==> src/rtl/int_to_float_pkg.sv <==
// Shared types for the int-to-float converter arbiter.
//   float_bits_t : IEEE-754 single-precision bit pattern
//   int_bits_t   : signed 32-bit operand
//   tag_t        : {valid, requester id} carried beside the converter pipeline
//   FLOAT_ONE    : bit pattern of 1.0f
package int_to_float_pkg;

  // Requester ids are sized for the largest supported NUM_REQ (8).
  localparam int ID_W = 3;

  typedef logic        [31:0] float_bits_t;
  typedef logic signed [31:0] int_bits_t;

  typedef struct packed {
    logic            valid;
    logic [ID_W-1:0] id;
  } tag_t;

  localparam float_bits_t FLOAT_ONE = 32'h3F800000;

endpackage

==> src/rtl/int_to_float_rsp_fifo.sv <==
// Single-clock response FIFO holding converter results for one requester.
// Ports:
//   clk, reset     clock, synchronous active-low reset (empties the FIFO)
//   push/push_data write a result (never issued while full without a pop)
//   pop            consume the head; ignored while empty
//   valid/head     FIFO non-empty / head entry
module int_to_float_rsp_fifo
  import int_to_float_pkg::*;
#(
  parameter int DEPTH = 2
) (
  input  logic        clk,
  input  logic        reset,
  input  logic        push,
  input  float_bits_t push_data,
  input  logic        pop,
  output logic        valid,
  output float_bits_t head
);

  // One extra pointer bit distinguishes full from empty when the indices match.
  localparam int AW = $clog2(DEPTH) + 1;
  localparam int IW = (DEPTH > 1) ? $clog2(DEPTH) : 1;
  localparam logic [AW-1:0] MSB_ONLY = AW'(1) << (AW - 1);

  logic [AW-1:0] wr_ptr, rd_ptr;
  logic [IW-1:0] wr_addr, rd_addr;
  logic          empty, full, do_pop, do_push;
  float_bits_t   mem [DEPTH];

  assign wr_addr = (DEPTH > 1) ? wr_ptr[IW-1:0] : '0;
  assign rd_addr = (DEPTH > 1) ? rd_ptr[IW-1:0] : '0;
  assign empty   = (wr_ptr == rd_ptr);
  assign full    = ((wr_ptr ^ rd_ptr) == MSB_ONLY);
  assign do_pop  = pop && !empty;
  assign do_push = push && (!full || do_pop);
  assign valid   = !empty;
  assign head    = mem[rd_addr];

  always_ff @(posedge clk) begin
    if (!reset) begin
      wr_ptr <= '0;
      rd_ptr <= '0;
    end else begin
      if (do_push) wr_ptr <= wr_ptr + 1'b1;
      if (do_pop)  rd_ptr <= rd_ptr + 1'b1;
    end
  end

  // NOTE: storage is deliberately not reset; the pointers alone define which
  // entries are meaningful, so clearing the array would only cost reset fan-out.
  always_ff @(posedge clk) begin
    if (do_push) mem[wr_addr] <= push_data;
  end

  // The credit limit upstream guarantees a slot for every result.
  a_no_overflow: assert property (@(posedge clk) disable iff (!reset)
                                  !(push && full && !do_pop));

endmodule

==> src/rtl/int_to_float_arbiter.sv <==
// Round-robin front end sharing one pipelined int-to-float converter among
// NUM_REQ requesters. A {valid, id} tag travels beside the converter for
// LATENCY cycles and steers each result into that requester's response FIFO.
// Ports:
//   clk, reset                 clock, synchronous active-low reset
//   req_valid/req_data/req_ready  operand handshake per requester (one-hot grant)
//   rsp_valid/rsp_data/rsp_ready  response FIFO heads and pops per requester
//   conv_a / conv_result       operand to / result from the external converter
// Optional (macro INT_TO_FLOAT_ARB_PERF_EN):
//   perf_issue                 saturating count of cycles with a grant
//   perf_block                 saturating count of cycles with requests but no grant
module int_to_float_arbiter
  import int_to_float_pkg::*;
#(
  parameter int NUM_REQ = 4,
  parameter int LATENCY = 3,
  parameter int DEPTH   = 2
) (
  input  logic                  clk,
  input  logic                  reset,
  input  logic [NUM_REQ-1:0]    req_valid,
  input  logic [NUM_REQ*32-1:0] req_data,
  output logic [NUM_REQ-1:0]    req_ready,
  output logic [NUM_REQ-1:0]    rsp_valid,
  output logic [NUM_REQ*32-1:0] rsp_data,
  input  logic [NUM_REQ-1:0]    rsp_ready,
  output int_bits_t             conv_a,
  input  float_bits_t           conv_result
`ifdef INT_TO_FLOAT_ARB_PERF_EN
  ,
  output logic [31:0]           perf_issue,
  output logic [31:0]           perf_block
`endif
);

  localparam int CNT_W = $clog2(DEPTH + 1);
  localparam logic [CNT_W-1:0] DEPTH_C = CNT_W'(DEPTH);
  localparam logic [ID_W-1:0]  LAST_ID = ID_W'(NUM_REQ - 1);

  logic [NUM_REQ-1:0] eligible, grant, fifo_valid;
  logic               any_grant;
  logic [ID_W-1:0]    grant_id, ptr;
  int_bits_t          grant_data, last_a;
  tag_t               tag_q [LATENCY];
  int                 scan_idx;

  // Round-robin scan starting at ptr; first eligible requester wins.
  // NOTE: every output of this block gets a default before the loop so no
  // path leaves a variable unassigned (which would infer a latch).
  always_comb begin
    grant      = '0;
    any_grant  = 1'b0;
    grant_id   = '0;
    grant_data = '0;
    scan_idx   = 0;
    for (int k = 0; k < NUM_REQ; k++) begin
      // NOTE: blocking assignments here are intentional: later iterations must
      // see any_grant already set by earlier ones within the same evaluation.
      scan_idx = int'(ptr) + k;
      if (scan_idx >= NUM_REQ) scan_idx = scan_idx - NUM_REQ;
      if (reset && !any_grant && eligible[scan_idx]) begin
        any_grant       = 1'b1;
        grant[scan_idx] = 1'b1;
        grant_id        = ID_W'(scan_idx);
        grant_data      = req_data[32*scan_idx +: 32];
      end
    end
  end

  assign req_ready = grant;
  // Idle cycles hold the last operand so the converter input does not toggle.
  assign conv_a    = !reset ? '0 : (any_grant ? grant_data : last_a);

  always_ff @(posedge clk) begin
    if (!reset) begin
      ptr    <= '0;
      last_a <= '0;
    end else if (any_grant) begin
      ptr    <= (grant_id == LAST_ID) ? '0 : grant_id + 1'b1;
      last_a <= grant_data;
    end
  end

  // Tag pipeline mirrors the converter latency; it never stalls.
  always_ff @(posedge clk) begin
    if (!reset) begin
      for (int s = 0; s < LATENCY; s++) tag_q[s] <= '0;
    end else begin
      tag_q[0] <= '{valid: any_grant, id: grant_id};
      for (int s = 1; s < LATENCY; s++) tag_q[s] <= tag_q[s-1];
    end
  end

  for (genvar i = 0; i < NUM_REQ; i++) begin : g_req
    logic             push, pop;
    logic [CNT_W-1:0] outstanding;   // in-flight tags plus FIFO occupancy

    assign push        = tag_q[LATENCY-1].valid && (tag_q[LATENCY-1].id == ID_W'(i));
    assign pop         = rsp_valid[i] && rsp_ready[i];
    assign eligible[i] = req_valid[i] && (outstanding < DEPTH_C);

    always_ff @(posedge clk) begin
      if (!reset) begin
        outstanding <= '0;
      end else begin
        case ({grant[i], pop})
          2'b10:   outstanding <= outstanding + 1'b1;
          2'b01:   outstanding <= outstanding - 1'b1;
          default: outstanding <= outstanding;
        endcase
      end
    end

    int_to_float_rsp_fifo #(.DEPTH(DEPTH)) u_fifo (
      .clk       (clk),
      .reset     (reset),
      .push      (push),
      .push_data (conv_result),
      .pop       (pop),
      .valid     (fifo_valid[i]),
      .head      (rsp_data[32*i +: 32])
    );
  end

  assign rsp_valid = fifo_valid & {NUM_REQ{reset}};

`ifdef INT_TO_FLOAT_ARB_PERF_EN
  always_ff @(posedge clk) begin
    if (!reset) begin
      perf_issue <= '0;
      perf_block <= '0;
    end else begin
      if (any_grant && (perf_issue != '1))               perf_issue <= perf_issue + 1'b1;
      if ((|req_valid) && !any_grant && (perf_block != '1)) perf_block <= perf_block + 1'b1;
    end
  end
`endif

endmodule

==> config.mk <==
export PLATFORM = sky130hd
export DESIGN_NAME = int_to_float_arbiter
export DESIGN_NICKNAME = d
export VERILOG_FILES = /design/src/rtl/int_to_float_pkg.sv /design/src/rtl/int_to_float_rsp_fifo.sv /design/src/rtl/int_to_float_arbiter.sv
export SDC_FILE = /design/constraint.sdc
export NUM_CORES = 1
export LEC_CHECK = 0
export BUFFER_PORTS_ARGS = -buffer_cell sky130_fd_sc_hd__buf_2
export CAP_MARGIN = 40
export CORE_AREA = 2 2 209 211
export DETAILED_ROUTE_END_ITERATION = 8
export DIE_AREA = 0 0 211 213
export SYNTH_ARGS = -nofsm -noshare
export SYNTH_HDL_FRONTEND = slang
export SYNTH_HIERARCHICAL = 1
export SYNTH_SLANG_ARGS = --single-unit
==> constraint.sdc <==
create_clock -name clk -period 4.5 [get_ports clk]
set_clock_uncertainty 0.05 [all_clocks]
set_input_delay 0.225 -clock clk [delete_from_list [all_inputs] [get_ports clk]]
set_output_delay 0.225 -clock clk [all_outputs]
set_load 0.01 [all_outputs]
==> summary.md <==
| Metric | Value |
|---|---|
| Status | `complete, no violations` |
| Clock Pin Slew Worst Setup and Hold Paths | `0.06 ns` |
| Antenna violations before repair | `7` |
| Hold path start | `req_data[16]` |
| FFs w/ async S/R, synth | `0` |
| First-pass GRT wire length | `~73000 um` |
| Biggest area consumer among synthesized cells | `edfxtp_1` |
| Final period util | `0.9192` |
| Seq pwr share | `0.337` |
| Post-synthesis cell type count | `75` |
| FF-to-FF End | `g_req[0].outstanding[1]$_SDFFE_PN0P_` |
| DR vias/cell | `5.751` |
| Startpoint types | `register` |
| Area Overhead vs Synth | `23.22%` |
| Switching Fraction | `0.3444` |
| Finished Layout Cells | `2172` |
| Vias | `~12000` |
| Mapped Cells | `approximately 1200` |
| Dominant synthesized flop cell | `edfxtp_1` |
| Die Span X | `211 um` |
| Final instance area | `a little over 20000 sq um` |
| Post-Synthesis Cell Area | `~17000 sq um` |
| GRT Overall Usage | `0.2122` |
| Post-synth top cells | `256 x edfxtp_1, 141 x mux2_2, 91 x mux2i_1` |
| Worst skew pair latency | `between 0.5 and 0.6 ns` |
| Fmax achieved | `around 0.24 GHz` |
| Crit Path Class | `register to primary output` |
| Max cap viols | `0` |
| Total congestion overflow | `0` |
| Max clock buf depth | `3` |
| Crit path time final | `4.136 ns` |
| Final TNS setup | `0 ns` |
| H-tree levels | `2` |
| CTS root buf | `clkbuf_16` |
| Max-slew violations | `0` |
| Worst r2r src | `ptr[0]$_SDFFE_PN0N_` |
| Top-level port count | `between 300 and 400` |
| Site Rows | `76` |
| Top-area cell type share of the netlist area | `0.4560` |
| Residual DRC | `0` |
| Synth Warn # | `6` |
| Post-detail-place hpwl | `between 30000 and 40000 um` |
| Crit path arrival time | `about 3.9 ns` |
| Int Pwr | `around 7.0 mW` |
| Critical Path End | `conv_a[19]` |
| Post-CTS setup buffers | `0` |
| Nets@finish | `between 1500 and 2000` |
| R2R cell count | `12` |
| WL final | `approximately 48000 um` |
| Share of layout cells above drive strength 1 | `0.4059` |
| Register bit total from synthesis | `~330` |
| Switch Pwr | `3.657 mW` |
| HP Class | `input pin to register` |
| Sequential area share after synthesis | `0.5450` |
| Filler instances | `about 3800` |
| Post-synthesis net count | `1409` |
| Largest net degree at the start of global routing | `65` |
| Initial Util | `0.3949` |
| Routed len/inst | `~22 um` |
| CP Capture Type | `primary output` |
| PwrDens | `511.2 nW/um^2` |
| Cell Area, Placed | `between 15000 and 20000 sq um` |
| Critical path origin | `ptr[0]$_SDFFE_PN0N_` |
| CTS tree | `yes` |
| Core ar. | `between 40000 and 50000 sq um` |
| Critical path fanouts, max | `55` |
| Final setup vio count | `0` |
| Clock sinks | `~330` |
| Number of cells after detailed placement | `between 2000 and 2500` |
| Rel. slew slack | `0.4313` |
| RSZ-0062 raised after global routing | `no` |
| Die height | `~210 um` |
| Worst VDD drop | `approximately 390 uV` |
| CP required | `around 4.2 ns` |
| Leak pwr | `just under 8 nW` |
| Synth area leaders | `edfxtp_1 46%, mux2_2 9.4%, dfxtp_1 8.9%, mux4_2 8.0%, mux2i_1 5.4%` |
| Clock network fraction of design power | `0.279` |
| Initial drt markers | `roughly 800` |
| Worst slew pin tran | `between 0.8 and 0.9 ns` |
| Fin. Hold Viols | `0` |
| Cts bufs inserted | `37` |
| Final RePlAce weighted congestion | `about 0.89` |
| Flop2flop setup slack | `~0.6 ns` |
| Die ar. | `around 45000 sq um` |
| EDFF count, synth | `between 200 and 300` |
| Drt first pass iters | `5` |
| Input/output buffers | `around 340` |
| Mean Syn Cell Area | `13.74 sq um` |
| Comb power frac | `0.385` |
| Vias in the first global route | `around 13000` |
| Final ANT Viol Nets | `0` |
| Count leader, synth | `edfxtp_1` |
-- kinds of logic after synthesis --
logic type | Yosys count | synth area share
fa+ha+maj | 12 | 0.008906
xor+xnor | 16 | 0.008312
simple gates | 237 | 0.07607
flops | 331 | 0.5450
mux | 300 | 0.2337
compound gates | 233 | 0.1006
buf+inv | 98 | 0.02739
-- stage by stage --
stage	util	hold slack, ns	setup slack, ns	power [mW]
2_1_floorplan	-	0.2739	0.8495	6.494
3_3_place_gp	0.4490	0.3650	0.7620	7.592
3_5_place_dp	0.4507	0.3702	0.6704	7.638
4_1_cts	0.4862	0.02935	0.1593	10.66
5_1_grt	0.4865	0.06615	0.07722	11.14
6_report	0.4865	0.05491	0.3635	10.62
-- critical path, cell delays in order (launching register included) --
cell and delay, ns:
dfxtp_4 0.36, inv_2 0.11, ha_2 0.45, buf_6 0.48, nor4b_1 0.12, a311oi_1 0.32, and3_1 0.63, a22oi_1 0.19
a221oi_1 0.42, buf_2 0.21
-- final cells by class --
class                           instances  area, sq um  share of cell area
Antenna cell                            5        12.51           0.0006023
Tap cell                              546        683.2             0.03289
Multi-Input combinational cell        798         7261              0.3495
Inverter                               16        60.06            0.002891
Sequential cell                       331         9196              0.4427
Clock inverter                         23        215.2             0.01036
Clock buffer                           43        969.7             0.04668
Timing Repair Buffer                  410         2376              0.1144
-- per-layer routing --
layer | routed length (um) | global-route usage | share of wire | up-vias
li1 | - | - | - | 5643
met1 | 20140 | 0.2770 | 0.42 | 6227
met2 | 22920 | 0.3462 | 0.47 | 505
met3 | 3608 | 0.04412 | 0.074 | 112
met4 | 1765 | 0.08499 | 0.036 | 4
met5 | 27 | 0 | 0.00056 | -
-- power groups by stage --
stage	Combinational, mW	Sequential (mW)	Clock [mW]
floorplan	2.88	3.62	0
finish	4.09	3.58	2.96
global placement	3.96	3.63	0
global route	4.39	3.60	3.15
detailed placement	4.00	3.64	0
CTS	4.05	3.57	3.04
-- state kept, by name (all words and copies together) (netlist names), named ones only --
register and cells:
ptr 3, g_req.u_fifo/mem 256, tag_q 12, g_req.u_fifo/rd_ptr 8
g_req.outstanding 8, g_req.u_fifo/wr_ptr 8, last_a 32
-- what timing repair did --
item                       4_1_cts  5_1_grt
hold buffers                    33        0
hold endpoints to repair       257        0
setup endpoints to repair        0        3
gates resized for setup          0        1
-- layout by cell type, fill, tap and decap left out, types with 13 or more instances in the layout --
master / count
a21oi_1: 20
o221ai_1: 14
inv_1: 13
nor2_1: 24
buf_2: 338
clkbuf_16: 38
dlygate4sd3_1: 33
o31a_1: 16
nand3_1: 16
mux2i_1: 91
mux4_2: 60
buf_4: 34
and2_1: 23
o21ai_0: 34
o22ai_1: 39
dfxtp_1: 71
edfxtp_1: 256
nand2_1: 68
nor3_1: 23
mux2_2: 141
-- worst min-delay path by stage --
stage                                           to  slack, ns  cells after the start
4_1_cts                         last_a[16]$_DFF_P_       0.03                      4
3_3_place_gp                tag_q[0][7]$_SDFF_PN0_       0.37                      1
5_1_grt                         last_a[28]$_DFF_P_       0.07                      4
2_1_floorplan  g_req[0].u_fifo/mem[0][0]$_DFFE_PP_       0.27                      0
6_report                        last_a[16]$_DFF_P_       0.05                      4
3_5_place_dp                tag_q[0][7]$_SDFF_PN0_       0.37                      1
(Power assumes the default switching activity.)
